===== config.mk =====
export PLATFORM = sky130hd
export DESIGN_NAME = tmr_rollback_ctrl
export DESIGN_NICKNAME = d
export VERILOG_FILES = /design/src/rtl/tmr_rollback_ctrl.sv
export SDC_FILE = /design/constraint.sdc
export NUM_CORES = 1
export LEC_CHECK = 0
export CORE_AREA = 4 4 133 135
export CTS_CLUSTER_SIZE = 20
export DETAILED_ROUTE_END_ITERATION = 8
export DIE_AREA = 0 0 137 139
export PLACE_DENSITY = 0.73
export SLEW_MARGIN = 10
export SYNTH_ARGS = -nofsm -noshare
export SYNTH_HDL_FRONTEND = slang
export SYNTH_SLANG_ARGS = --single-unit

===== constraint.sdc =====
create_clock -name clk -period 5.25 [get_ports clk]
set_input_delay 0.7875 -clock clk [delete_from_list [all_inputs] [get_ports clk]]
set_output_delay 0.7875 -clock clk [all_outputs]
set_load 0.05 [all_outputs]

===== src/rtl/tmr_rollback_ctrl.sv =====
// ============================================================================
//  Module      : tmr_rollback_ctrl
//  Description : Checkpoint/rollback controller for a TMR RISC-V core. It
//                stalls, drains and reloads all cores on a single-core fault,
//                and latches a fatal condition when no majority exists.
//  Revision    : 1.0 - initial release
// ============================================================================
`default_nettype none

module tmr_rollback_ctrl #(
    parameter int STALL_CYCLES  = 4,
    parameter int RESUME_CYCLES = 5,
    parameter int CNT_W         = 4
) (
    input  logic             clk,
    input  logic             rst_in,
    input  logic [31:0]      PC_Top_A,
    input  logic [31:0]      PC_Top_B,
    input  logic [31:0]      PC_Top_C,
    input  logic [31:0]      ALUResult_A,
    input  logic [31:0]      ALUResult_B,
    input  logic [31:0]      ALUResult_C,
    input  logic [31:0]      RD2_Top_A,
    input  logic [31:0]      RD2_Top_B,
    input  logic [31:0]      RD2_Top_C,
    input  logic             MemWrite_A,
    input  logic             MemWrite_B,
    input  logic             MemWrite_C,
    output logic             Stall,
    output logic             Mem_block,
    output logic             Reload,
    output logic [31:0]      Reload_PC,
    output logic [2:0]       Fault_mask,
    output logic [CNT_W-1:0] Fault_cnt_A,
    output logic [CNT_W-1:0] Fault_cnt_B,
    output logic [CNT_W-1:0] Fault_cnt_C,
    output logic             Fatal,
    output logic [2:0]       Ctrl_state
);

    typedef enum logic [2:0] {
        ST_MONITOR = 3'd0,
        ST_STALL   = 3'd1,
        ST_RELOAD  = 3'd2,
        ST_RESUME  = 3'd3,
        ST_FATAL   = 3'd4
    } state_t;

    localparam logic [3:0]       C_STALL_LAST  = 4'(STALL_CYCLES - 1);
    localparam logic [3:0]       C_RESUME_LAST = 4'(RESUME_CYCLES - 1);
    localparam logic [CNT_W-1:0] C_CNT_MAX     = '1;

    state_t           state_q, state_d;
    logic [3:0]       cyc_q, cyc_d;
    logic [31:0]      checkpoint_q, checkpoint_d;
    logic [2:0]       fault_mask_q, fault_mask_d;
    logic [CNT_W-1:0] cnt_a_q, cnt_a_d;
    logic [CNT_W-1:0] cnt_b_q, cnt_b_d;
    logic [CNT_W-1:0] cnt_c_q, cnt_c_d;
    logic             stall_q, stall_d;
    logic             reload_q, reload_d;
    logic             fatal_q, fatal_d;

    logic [96:0] w_word_a, w_word_b, w_word_c;
    logic        w_eq_ab, w_eq_bc, w_eq_ac;

    assign w_word_a = {PC_Top_A, ALUResult_A, RD2_Top_A, MemWrite_A};
    assign w_word_b = {PC_Top_B, ALUResult_B, RD2_Top_B, MemWrite_B};
    assign w_word_c = {PC_Top_C, ALUResult_C, RD2_Top_C, MemWrite_C};
    assign w_eq_ab  = (w_word_a == w_word_b);
    assign w_eq_bc  = (w_word_b == w_word_c);
    assign w_eq_ac  = (w_word_a == w_word_c);

    always_comb begin
        state_d      = state_q;
        cyc_d        = cyc_q;
        checkpoint_d = checkpoint_q;
        fault_mask_d = fault_mask_q;
        cnt_a_d      = cnt_a_q;
        cnt_b_d      = cnt_b_q;
        cnt_c_d      = cnt_c_q;
        case (state_q)
            ST_MONITOR: begin
                // Two true flags imply the third, so only these cases exist
                if (w_eq_ab && w_eq_bc) begin
                    checkpoint_d = PC_Top_A;
                end else if (w_eq_bc) begin
                    fault_mask_d = 3'b100;
                    cnt_a_d      = (cnt_a_q == C_CNT_MAX) ? cnt_a_q : cnt_a_q + CNT_W'(1);
                    state_d      = ST_STALL;
                    cyc_d        = 4'd0;
                end else if (w_eq_ac) begin
                    fault_mask_d = 3'b010;
                    cnt_b_d      = (cnt_b_q == C_CNT_MAX) ? cnt_b_q : cnt_b_q + CNT_W'(1);
                    state_d      = ST_STALL;
                    cyc_d        = 4'd0;
                end else if (w_eq_ab) begin
                    fault_mask_d = 3'b001;
                    cnt_c_d      = (cnt_c_q == C_CNT_MAX) ? cnt_c_q : cnt_c_q + CNT_W'(1);
                    state_d      = ST_STALL;
                    cyc_d        = 4'd0;
                end else begin
                    state_d = ST_FATAL;
                end
            end
            ST_STALL: begin
                if (cyc_q == C_STALL_LAST) begin
                    state_d = ST_RELOAD;
                end else begin
                    cyc_d = cyc_q + 4'd1;
                end
            end
            ST_RELOAD: begin
                state_d = ST_RESUME;
                cyc_d   = 4'd0;
            end
            ST_RESUME: begin
                if (cyc_q == C_RESUME_LAST) begin
                    state_d = ST_MONITOR;
                end else begin
                    cyc_d = cyc_q + 4'd1;
                end
            end
            ST_FATAL: state_d = ST_FATAL;
            default:  state_d = ST_MONITOR;
        endcase
        // Registered outputs are decoded from the next state so they align with it
        stall_d  = (state_d == ST_STALL) || (state_d == ST_RELOAD) || (state_d == ST_FATAL);
        reload_d = (state_d == ST_RELOAD);
        fatal_d  = (state_d == ST_FATAL);
    end

    always_ff @(posedge clk or negedge rst_in) begin
        if (!rst_in) begin
            state_q      <= ST_MONITOR;
            cyc_q        <= 4'd0;
            checkpoint_q <= 32'd0;
            fault_mask_q <= 3'b000;
            cnt_a_q      <= '0;
            cnt_b_q      <= '0;
            cnt_c_q      <= '0;
            stall_q      <= 1'b0;
            reload_q     <= 1'b0;
            fatal_q      <= 1'b0;
        end else begin
            state_q      <= state_d;
            cyc_q        <= cyc_d;
            checkpoint_q <= checkpoint_d;
            fault_mask_q <= fault_mask_d;
            cnt_a_q      <= cnt_a_d;
            cnt_b_q      <= cnt_b_d;
            cnt_c_q      <= cnt_c_d;
            stall_q      <= stall_d;
            reload_q     <= reload_d;
            fatal_q      <= fatal_d;
        end
    end

    assign Stall       = stall_q;
    assign Mem_block   = stall_q | ((state_q == ST_MONITOR) & ~(w_eq_ab & w_eq_bc));
    assign Reload      = reload_q;
    assign Reload_PC   = checkpoint_q;
    assign Fault_mask  = fault_mask_q;
    assign Fault_cnt_A = cnt_a_q;
    assign Fault_cnt_B = cnt_b_q;
    assign Fault_cnt_C = cnt_c_q;
    assign Fatal       = fatal_q;
    assign Ctrl_state  = state_q;

endmodule

`default_nettype wire


[Word level (Yosys, flattened, before mapping)]
Index checks and enable logic that the tools add are counted.
Word-level totals
  bits in registers: 57
  input port bits: 293
  output and inout bits: 54
Operators by class
  add/sub/neg operators: 4
  equal/unequal tests: 19
  multiplexer cells: 17
  bitwise operators: 10
  reduce and logical (&&, ||, !) cells: 12
Operator list (number)
  97-bit == test: 3
  3-bit two-way mux: 9
  4-bit two-way mux: 6
  4-bit by 1-bit adder with 4-bit output, second input constant: 4
  4-bit case mux with 4 select lines: 1
  3-bit case mux with 5 select lines: 1
  4-bit == test, second input constant: 3
  5-bit AND reduction: 2
  3-bit by 2-bit == test with 1-bit output, second input constant: 3
  1-bit inverter: 7
  3-bit by 1-bit == test with 1-bit output, second input constant: 2
  3-bit == test, second input constant: 2
  2-bit inequality test, second input constant: 3
  6-bit AND reduction: 1
  4-bit by 2-bit == test with 1-bit output, second input constant: 1
  4-bit by 3-bit == test with 1-bit output, second input constant: 1
  4-bit inequality test, second input constant: 1
  4-bit AND reduction: 1
  4-bit nonzero test: 1
  3-bit zero test: 1
  3-bit AND reduction: 1
  3-bit nonzero test: 1
  1-bit AND: 2
  1-bit logical OR: 2
  other kinds (3): 3

[Longest topological paths before layout]
  word-level depth: 9
  depth in mapped cells: 9

[Least setup slack after synthesis]
Ideal clock, no wire load.
  path type: input port to output port
  start: input RD2_Top_B[28]
  end: output Mem_block
  arrival time: 2.326 ns
  data required time: 4.463 ns
  path slack: 2.136 ns
  stages on the path: 7
  buffers on the path: 0
  path through: xnor2_1 -> nand4_1 -> nor4_1 -> nand4_1 -> nor3_4 -> nand2_1 -> a21o_1
Between the ends
  longest elaborated chain between the ends: 5
  elaborated cells between the ends (all ways): 6
  classes of those cells: eq/ne (2); bitwise (4)
RTL lines
  start, declared: RTL line 24  | input logic [31:0] RD2_Top_B,
  97-bit == test (on tied branches): RTL line 70, 71
  1-bit AND (*): RTL line 160  | assign Mem_block = stall_q | ((state_q == ST_MONITOR) & ~(w_eq_ab & w_eq_bc));
  1-bit inverter (*): RTL line 160
  1-bit AND (*): RTL line 160
  1-bit OR (*): RTL line 160
  end, declared: RTL line 30  | output logic Mem_block,
Every way passes the cells marked *; elsewhere a longest branch is shown, timed or not.

[Worst setup path after layout]
  start: input PC_Top_B[5]
  end: output Mem_block
Between the ends
  longest elaborated chain between the ends: 5
  elaborated cells between the ends (all ways): 6
  classes of those cells: eq/ne (2); bitwise (4)
RTL lines
  start, declared: RTL line 18  | input logic [31:0] PC_Top_B,
  97-bit == test (on tied branches): RTL line 70, 71
  1-bit AND (*): RTL line 160
  1-bit inverter (*): RTL line 160
  1-bit AND (*): RTL line 160
  1-bit OR (*): RTL line 160
Marked as above.

==> metrics.cfg <==
[setup_path]
reg2reg_depth = 4
rr_endpoint = Reload_PC[3]
required_ns = 4.46
crit_path_start_kind = input pin
cp_max_fo = 7
setup.worst_path.end = Mem_block
crit_path_start = PC_Top_B[5]
reg2reg_slack_ns = 2.58
path_class = input pin to primary output
r2r_start = Ctrl_state[0]
end_kind = primary output
arrival_ns = 3.98

[global_routing]
antenna_found_initial = 0
grt.total_usage_pct = 26.0
overflow = 0
grt_first_pass_wirelength_mm = 36.4
grt_max_degree = 58
grt_pass1_vias = 6077

[routing]
wire_per_inst_um = 22.5
drt.antenna.violating_nets = 0
drcViolationCount = 0
dr.pass1.iters = 4
wl_mm = 25.7
viasPerCell = 4.95
via_count = 5658
initialDrtViolationCount = 234

[place]
io_buffers = 346
pre_cts_slack_ns = 0.481
routabilityCongestion = 0.888
dp_hpwl_mm = 22.4

[logic_synthesis]
syn_inst = 563
synth_area_um2 = 5560
syn_area_per_cell_um2 = 9.88
syn_nets = 861
synth_cell_type_count = 38
synth_seq_area_share_pct = 25.7
yosys_warnings = 0
synth_top_flop_cell = dfrtp_1
ys_async_sr_fraction_pct = 100
synth-seq-cells = 57
synth_edf_count = 0

[cts]
cts_buffer_depth = 2
hold_buffers = 0
clk_latency_ns = 0.33
postCtsSetupBuffers = 0
clkTransAtPathRegs_ns = 0.06
numCtsBuffers = 9
htreeDepth = 3
cts_root_buf = clkbuf_16
cts_resized = 0
clock-sinks = 57
cts_tree = done

[power_and_ir_drop]
max-vdd-ir-drop_uv = 149
leakagePower_nw = 3.60
powerDensity_nw_per_um2 = 172
finalPower_w = 0.00166

[worst_hold_path]
whs_path_depth = 1
min_path_type = flop to flop

[floorplan]
die_x_um = 137
core-area_um2 = 16500
rows = 47
dieArea_um2 = 19000
die_h_um = 139
initial_core_util_pct = 33.8
io_pins = 347

[cells_and_area]
post-route-util_pct = 58.4
mostFrequentLayoutCell = clkdlybuf4s50_1
drive_above_1_share_pct = 6.72
n_antenna_cell = 0
final_cell_mix = 345 x clkdlybuf4s50_1, 210 x xnor2_1, 89 x xor2_1, 62 x nand4_1, 57 x dfrtp_1
final_nets = 1216
areaGrowthSynthToFinish_pct = 73.0

[timing]
fin_crit_sh_pct = 90.9
rsz0062_at_grt = no
worstMarginPinSlew_ns = 0.818
timing.fmax_mhz = 210
timing.hold.ws_ns = 0.491
worst_slack_ns = 0.480
fin_crit_ns = 4.77
setup_viol = 0
relSlewSlack_pct = 45.5
hold_violations = 0
maxSlewViolCount = 0
fin_skew_ns = 0.00516
fin_setup_tns_ns = 0

[run]
maxCapViolCount = 0

[status]
status = finished clean

==> logic make-up (layout without fill, tap and decap cells) <==
family                   count (synthesis)  after routing  share of synthesized area (%)
AO/OA/AOI/OAI                           15             15                           1.91
XOR/XNOR                               299            299                           47.1
adder cells (fa/ha/maj)                  5              5                           1.13
buffers and inverters                    7            367                          0.540
flip-flops                              57             57                           25.7
multiplexers                            35             35                           7.09
AND/OR/NAND/NOR                        145            145                           16.6
==> per-stage QoR <==
step / cell area [µm²] / std cells
5_1_grt: 9620 / 1143
6_report: 9620 / 1143
3_5_place_dp: 9290 / 1127
2_1_floorplan: 5560 / 563
3_3_place_gp: 9290 / 1127
4_1_cts: 9620 / 1143
==> state kept, by name (all words and copies together), names as in the netlist <==
register	cells
Ctrl_state	3
Fatal	1
Fault_cnt_A	4
Fault_cnt_B	4
Fault_cnt_C	4
Fault_mask	3
Reload	1
Reload_PC	32
Stall	1
cyc_q	4
==> power by group <==
| part | switching, W | internal, W | leakage (nW) |
|---|---|---|---|
| combinational | 0.000235 | 0.000330 | 2.66 |
| sequential | 0 | 0.000439 | 0.781 |
| clock | 0.000235 | 0.000420 | 0.157 |
| total | 0.000470 | 0.00119 | 3.60 |
==> synthesized netlist by cell type, drive strengths merged, types with 2 or more instances <==
| cell type | number | area [µm²] |
|---|---|---|
| o21ai | 4 | 20.0 |
| nand2 | 8 | 32.5 |
| buf | 3 | 15.0 |
| dfrtp | 57 | 1430 |
| clkbuf | 2 | 7.51 |
| a21o | 2 | 15.0 |
| nor3 | 15 | 103 |
| nor3b | 3 | 22.5 |
| xor2 | 89 | 780 |
| a31o | 3 | 26.3 |
| nor2 | 8 | 30.0 |
| mux2 | 35 | 394 |
| nand3 | 7 | 40.0 |
| ha | 5 | 62.6 |
| nor2b | 2 | 12.5 |
| nand4 | 62 | 388 |
| and4b | 3 | 30.0 |
| nand3b | 2 | 27.5 |
| inv | 2 | 7.51 |
| nor4 | 30 | 188 |
| xnor2 | 210 | 1840 |
==> worst min path at each step <==
stage / start / to
6_report: Fault_mask[0] / Fault_mask[0]
2_1_floorplan: rst_in / Ctrl_state[0]
3_3_place_gp: Fault_mask[0] / Fault_mask[0]
3_5_place_dp: Reload_PC[3] / Reload_PC[3]
5_1_grt: Reload_PC[24] / Reload_PC[24]
4_1_cts: Reload_PC[4] / Reload_PC[4]
==> critical path, stage by stage <==
cell and delay (ns):
clkdlybuf4s50_1 0.45, xnor2_1 0.43, nand4_1 0.14, nor4_1 0.36, nand4_1 0.27, nor3_4 0.41
nand2_1 0.19, a21o_1 0.22, clkdlybuf4s50_1 0.70
==> per-layer routing <==
metal,up-vias,wire length (µm),GRT usage [%]
li1,2710,-,-
met2,240,13000,46.7
met5,-,0,0
met3,32,2490,7.55
met1,2676,9650,29.6
met4,0,600,7.35
==> cell type report <==
class                           instances  area, µm²
Multi-Input combinational cell        499       4100
Timing Repair Buffer                  349       3480
Clock buffer                            9        225
Fill cell                            1456       6840
Clock inverter                          7        103
Inverter                                2       7.51
Sequential cell                        57       1430
Tap cell                              220        275
Note: power is estimated with default switching activity, not from simulation.
